$ cat src/rtl/collatz_dispatch_if.sv
// Bus bundle for collatz_dispatch: job control, iterator fan-out and result RAM write port.
// The master modport is the dispatcher side; the slave modport is the environment side.
interface collatz_dispatch_if #(
  parameter int NUM_UNITS     = 4,
  parameter int RAM_ADDR_BITS = 4
);
  logic                     go;
  logic [31:0]              start;
  logic                     busy;
  logic                     done;
  logic [NUM_UNITS-1:0]     cgo;
  logic [31:0]              cn;
  logic [NUM_UNITS-1:0]     cdone;
  logic                     we;
  logic [RAM_ADDR_BITS-1:0] waddr;
  logic [15:0]              wdata;

  modport master (
    input  go, start, cdone,
    output busy, done, cgo, cn, we, waddr, wdata
  );

  modport slave (
    output go, start, cdone,
    input  busy, done, cgo, cn, we, waddr, wdata
  );
endinterface

$ cat src/rtl/collatz_dispatch.sv
// Shares one RAM-filling job across NUM_UNITS external collatz iterators, timing each run
// in cycles and writing the counts into the result RAM in completion order.
module collatz_dispatch #(
  parameter int NUM_UNITS     = 4,
  parameter int RAM_WORDS     = 16,
  parameter int RAM_ADDR_BITS = 4
) (
  input  logic               clk,
  input  logic               reset,
  collatz_dispatch_if.master bus
);

  localparam int UW = (NUM_UNITS > 1) ? $clog2(NUM_UNITS) : 1;
  localparam logic [RAM_ADDR_BITS-1:0] LAST_OFF = RAM_ADDR_BITS'(RAM_WORDS - 1);
  localparam logic [RAM_ADDR_BITS:0]   LAST_WR  = (RAM_ADDR_BITS + 1)'(RAM_WORDS - 1);

  typedef enum logic [1:0] {S_IDLE, S_RUN, S_DRAIN, S_DONE} state_t;
  typedef enum logic [2:0] {U_FREE, U_ARM, U_CLR, U_RUN, U_HOLD} unit_t;

  state_t                   state;
  unit_t                    ustate [NUM_UNITS];
  logic [15:0]              count  [NUM_UNITS];
  logic [RAM_ADDR_BITS-1:0] tag    [NUM_UNITS];
  logic [31:0]              base;
  logic [RAM_ADDR_BITS-1:0] off;
  logic [RAM_ADDR_BITS:0]   wr_cnt;
  logic [UW-1:0]            last;

  logic          issue_ok;
  logic [UW-1:0] issue_idx;
  logic          grant_ok;
  logic [UW-1:0] grant_idx;
  logic [UW-1:0] cand;

  // Lowest-index free slot takes the next offset.
  always_comb begin
    issue_ok  = 1'b0;
    issue_idx = '0;
    for (int i = NUM_UNITS - 1; i >= 0; i--) begin
      if (ustate[i] == U_FREE) begin
        issue_ok  = 1'b1;
        issue_idx = UW'(i);
      end
    end
  end

  // Round-robin over held slots, searching from the one after the last granted.
  always_comb begin
    grant_ok  = 1'b0;
    grant_idx = '0;
    cand      = '0;
    for (int k = NUM_UNITS; k >= 1; k--) begin
      cand = UW'((int'(last) + k) % NUM_UNITS);
      if (ustate[cand] == U_HOLD) begin
        grant_ok  = 1'b1;
        grant_idx = cand;
      end
    end
  end

  always_ff @(posedge clk) begin
    if (reset) begin
      state     <= S_IDLE;
      for (int i = 0; i < NUM_UNITS; i++) begin
        ustate[i] <= U_FREE;
        count[i]  <= '0;
        tag[i]    <= '0;
      end
      base      <= '0;
      off       <= '0;
      wr_cnt    <= '0;
      last      <= UW'(NUM_UNITS - 1);
      bus.cgo   <= '0;
      bus.cn    <= '0;
      bus.we    <= 1'b0;
      bus.waddr <= '0;
      bus.wdata <= '0;
      bus.busy  <= 1'b0;
      bus.done  <= 1'b0;
    end else begin
      bus.cgo <= '0;
      bus.we  <= 1'b0;

      // U_ARM skips one cycle so a stale cdone from the previous run is never counted.
      for (int i = 0; i < NUM_UNITS; i++) begin
        case (ustate[i])
          U_ARM:   ustate[i] <= U_CLR;
          U_CLR:   if (!bus.cdone[i]) ustate[i] <= U_RUN;
          U_RUN: begin
            if (bus.cdone[i])              ustate[i] <= U_HOLD;
            else if (count[i] != 16'hFFFF) count[i]  <= count[i] + 16'd1;
          end
          default: ;
        endcase
      end

      if (grant_ok) begin
        bus.we            <= 1'b1;
        bus.waddr         <= tag[grant_idx];
        bus.wdata         <= count[grant_idx];
        ustate[grant_idx] <= U_FREE;
        last              <= grant_idx;
      end

      if (bus.we) wr_cnt <= wr_cnt + 1'b1;

      case (state)
        S_IDLE, S_DONE: begin
          if (bus.go) begin
            state    <= S_RUN;
            base     <= bus.start;
            off      <= '0;
            wr_cnt   <= '0;
            bus.busy <= 1'b1;
            bus.done <= 1'b0;
          end
        end
        S_RUN: begin
          if (issue_ok) begin
            bus.cgo[issue_idx] <= 1'b1;
            bus.cn             <= base + {{(32 - RAM_ADDR_BITS){1'b0}}, off};
            tag[issue_idx]     <= off;
            count[issue_idx]   <= 16'd1;
            ustate[issue_idx]  <= U_ARM;
            off                <= off + 1'b1;
            if (off == LAST_OFF) state <= S_DRAIN;
          end
        end
        S_DRAIN: begin
          if (bus.we && wr_cnt == LAST_WR) begin
            state    <= S_DONE;
            bus.busy <= 1'b0;
            bus.done <= 1'b1;
          end
        end
        default: state <= S_IDLE;
      endcase
    end
  end

endmodule

$ cat src/flat_wrapper.sv
// flat-port wrapper written by rule: the top's interface ports become plain ports
module collatz_dispatch_flat 
#(
  parameter int NUM_UNITS     = 4,
  parameter int RAM_WORDS     = 16,
  parameter int RAM_ADDR_BITS = 4
)
  (clk, reset, bus_go, bus_start, bus_cdone, bus_busy, bus_done, bus_cgo, bus_cn, bus_we, bus_waddr, bus_wdata);
  collatz_dispatch_if #(.NUM_UNITS(NUM_UNITS), .RAM_ADDR_BITS(RAM_ADDR_BITS)) bus_i ();
  input  logic clk;
  input  logic reset;
  input wire logic [$bits(bus_i.go)-1:0] bus_go;
  input wire logic [$bits(bus_i.start)-1:0] bus_start;
  input wire logic [$bits(bus_i.cdone)-1:0] bus_cdone;
  output wire logic [$bits(bus_i.busy)-1:0] bus_busy;
  output wire logic [$bits(bus_i.done)-1:0] bus_done;
  output wire logic [$bits(bus_i.cgo)-1:0] bus_cgo;
  output wire logic [$bits(bus_i.cn)-1:0] bus_cn;
  output wire logic [$bits(bus_i.we)-1:0] bus_we;
  output wire logic [$bits(bus_i.waddr)-1:0] bus_waddr;
  output wire logic [$bits(bus_i.wdata)-1:0] bus_wdata;
  assign bus_i.go = bus_go;
  assign bus_i.start = bus_start;
  assign bus_i.cdone = bus_cdone;
  assign bus_busy = bus_i.busy;
  assign bus_done = bus_i.done;
  assign bus_cgo = bus_i.cgo;
  assign bus_cn = bus_i.cn;
  assign bus_we = bus_i.we;
  assign bus_waddr = bus_i.waddr;
  assign bus_wdata = bus_i.wdata;
  collatz_dispatch #(.NUM_UNITS(NUM_UNITS), .RAM_WORDS(RAM_WORDS), .RAM_ADDR_BITS(RAM_ADDR_BITS)) u_core (.clk(clk), .reset(reset), .bus(bus_i));
endmodule
$ cat config.mk
export PLATFORM = sky130hd
export DESIGN_NAME = collatz_dispatch_flat
export DESIGN_NICKNAME = d
export VERILOG_FILES = /design/src/rtl/collatz_dispatch_if.sv /design/src/rtl/collatz_dispatch.sv /design/src/flat_wrapper.sv
export SDC_FILE = /design/constraint.sdc
export NUM_CORES = 1
export LEC_CHECK = 0
export BUFFER_PORTS_ARGS = -buffer_cell sky130_fd_sc_hd__buf_4
export CORE_UTILIZATION = 59
export DETAILED_ROUTE_END_ITERATION = 6
export PLACE_DENSITY = 0.8
export SLEW_MARGIN = 10
export SYNTH_ARGS = -nofsm -noshare
export SYNTH_HDL_FRONTEND = slang
export SYNTH_SLANG_ARGS = --single-unit
$ cat constraint.sdc
create_clock -name clk -period 3.3 [get_ports clk]
set_clock_uncertainty 0.05 [all_clocks]
set_input_delay 0 -clock clk [delete_from_list [all_inputs] [get_ports clk]]
set_output_delay 0 -clock clk [all_outputs]
set_load 0.05 [all_outputs]
==> impl_metrics.env <==
export IMPL_outcome="completed"
export IMPL_hp_start="bus_start[13]"
export IMPL_seqCellArea_um2=4120
export IMPL_antenna_found_initial=0
export IMPL_grt_pass1_wl_mm=40.1
export IMPL_start_kind="flip-flop"
export IMPL_p_clk_share_pct=28.5
export IMPL_worst_pin_slew_ns=1.00
export IMPL_hold_viol_final=0
export IMPL_placed_area_um2=10600
export IMPL_area_growth_pct=17.8
export IMPL_pwr_share_seq_pct=42.5
export IMPL_cts_root_buf="clkbuf_16"
export IMPL_netSwitchingFraction_pct=37.7
export IMPL_synthesis_nets=1167
export IMPL_dr_total_vias=8833
export IMPL_reg2reg_slack_ns=0.44
export IMPL_layout_cells_most_common="dfxtp_1"
export IMPL_timing_final_crit_share_pct=86.8
export IMPL_core_um2=16100
export IMPL_report_final_setup_viol=0
export IMPL_tns_ns=0
export IMPL_nets=1275
export IMPL_critPathKind="reg -> reg"
export IMPL_drcViolationCount=0
export IMPL_cts_buffers=17
export IMPL_max_freq_mhz=349
export IMPL_drt_wirelength_per_cell_um=17.2
export IMPL_ys_ff_latch=198
export IMPL_final_cell_mix="182 x dfxtp_1, 135 x nand2_1, 117 x buf_4"
export IMPL_power_switching_uw=2650
export IMPL_clkSinkCount=198
export IMPL_clk_insertion_delay_late_ns=0.44
export IMPL_die_area_um2=17200
export IMPL_overflow=0
export IMPL_fillers=1205
export IMPL_drt_iter0_markers=804
export IMPL_first_global_vias=8185
export IMPL_synth_async_sr_flop_share_pct=0
export IMPL_r2r_cells=6
export IMPL_multi_input_area_um2=5280
export IMPL_dp_hpwl_mm=16.5
export IMPL_cellLeakagePower_uw=0.00415
export IMPL_synth_area_um2=9820
export IMPL_worstSetupEndpointType="flip-flop"
export IMPL_grt_total_usage_pct=29.9
export IMPL_maxCapViolations=0
export IMPL_comb_power_share_pct=29.0
export IMPL_routed_wirelength_mm=24.9
export IMPL_portBuffers=97
export IMPL_synth_edf_count=16
export IMPL_hp_class="in -> reg"
export IMPL_hold_end="u_core.base[13]"
export IMPL_reg2reg_from="u_core.ustate[1][2]"
export IMPL_rsz0062_at_grt="no"
export IMPL_post_cts_setup_buffers=0
export IMPL_yosysSeqAreaShare_pct=42.0
export IMPL_fin_crit_ns=2.86
export IMPL_io_pins=98
export IMPL_fin_area_um2=11600
export IMPL_routabilityCongestion=0.849
export IMPL_yosys_warnings=0
export IMPL_ys_types=69
export IMPL_avgViaCountPerCell=6.09
export IMPL_initial_core_util_pct=61.2
export IMPL_cts_path_max_buffers=2
export IMPL_r2r_end="u_core.ustate[0][2]"
export IMPL_die_x_um=131
export IMPL_syn_inst=1113
export IMPL_crit_fanout=20
export IMPL_slew_violations=0
export IMPL_holdPathStages=4
export IMPL_drive_gt1_share_pct=15.0
export IMPL_fp_row_count=46
export IMPL_cts_tree="done"
export IMPL_synth_area_per_cell_um2=8.82
export IMPL_path_clk_slew_ns=0.08
export IMPL_ant_nets=0
export IMPL_p_int_uw=4370
export IMPL_relSlewSlack_pct=31.4
export IMPL_die_h_um=131
export IMPL_crit_required_ns=3.52
export IMPL_diodes=0
export IMPL_h_tree_depth=4
export IMPL_power_density_nw_per_um2=607
export IMPL_synth_flop_cell="dfxtp_1"
export IMPL_ir_drop_v=0.000529
export IMPL_grt_max_degree=79
export IMPL_whs_ns=0.299
export IMPL_arrival_ns=3.08
export IMPL_drt_pass1_iterations=5
[through the flow]
stage | cells | util (%) | power [uW] | setup slack, ns
2_1_floorplan | 1113 | - | 4420 | 0.589
5_1_grt | 1450 | 72.1 | 7340 | 0.248
6_report | 1450 | 72.1 | 7020 | 0.436
3_3_place_gp | 1380 | 66.2 | 4960 | 0.528
3_5_place_dp | 1380 | 66.2 | 5010 | 0.518
4_1_cts | 1450 | 72.1 | 7020 | 0.508
[worst max path at each step]
stage / startpoint / endpoint / slack, ns
floorplan: u_core.state[1] / u_core.tag[2][0] / 0.59
global placement: u_core.last[0] / u_core.bus.wdata[15] / 0.53
detailed placement: u_core.last[0] / u_core.bus.wdata[15] / 0.52
CTS: u_core.ustate[3][2] / u_core.bus.wdata[4] / 0.51
global route: u_core.ustate[1][2] / u_core.ustate[0][2] / 0.25
finish: u_core.ustate[1][2] / u_core.ustate[0][2] / 0.44
[power by group through the flow]
stage | Clock, uW | Combinational, uW | Sequential (uW)
after floorplan | 0 | 910 | 3510
after global placement | 0 | 1940 | 3020
after detailed placement | 0 | 1980 | 3030
after CTS | 2020 | 2020 | 2980
after global routing | 2110 | 2200 | 3020
final | 2000 | 2040 | 2980
[state kept, by name (all words and copies together) (netlist names), 2 cells and up, named ones only]
| register | flops |
|---|---|
| u_core.bus.cgo | 4 |
| u_core.ustate | 12 |
| u_core.base | 32 |
| u_core.off | 4 |
| u_core.bus.waddr | 4 |
| u_core.state | 2 |
| u_core.count | 64 |
| u_core.bus.cn | 32 |
| u_core.bus.wdata | 16 |
| u_core.last | 2 |
| u_core.wr_cnt | 5 |
| u_core.tag | 16 |
[Yosys cell counts, drive strengths merged, types with 19 or more instances]
cell    number  share of area (%)
o21ai       39                2.0
mux2i       22                2.2
nand4       23                1.5
inv         22               0.84
clkbuf      42                1.6
nand2      135                5.2
a32oi       19                1.7
o221ai      20                1.8
nor4        20                1.3
nand3       36                1.8
mux2        20                2.3
nor2        96                3.7
xor2        35                3.1
dfxtp      182                 37
nor3        24                1.3
a21oi       78                4.1
buf         24                1.8
o211ai      24                1.8
xnor2       44                3.9
[critical path, cell delays in order, from the launching register on]
cell and delay [ns]:
dfxtp_1 0.43, nor3b_1 0.53, a2111oi_0 0.20, a211oi_1 0.44
or2_2 0.19, and2_1 0.67, a211oi_1 0.18
[per-layer routing]
layer	global-route usage (%)	up-vias	part of all wire (%)
li1	-	4257	-
met1	38.6	4213	43
met3	6.43	31	7.2
met4	7.84	0	1.5
met5	0	-	0
met2	50.8	332	48
[repair_timing]
action	CTS	global route
hold endpoints to repair	60	0
hold buffers	38	0
resized for setup	0	0
[final cells by class]
cell class,count,share of cell area (%)
multi-input cells,826,45.6
well taps,216,2.34
clock buffers,19,3.83
repair buffers,155,10.9
flip-flops and latches,198,35.6
inverters,23,0.746
clock inverters,13,0.962
[kinds of logic after synthesis]
logic type	Yosys count	share of synthesized area (%)
AO/OA/AOI/OAI	255	17.6
XOR/XNOR	79	7.05
adder cells (fa/ha/maj)	15	1.99
buffers and inverters	89	4.32
flip-flops	198	42.0
multiplexers	46	5.45
AND/OR/NAND/NOR	431	21.6
(Power assumes the default switching activity.)
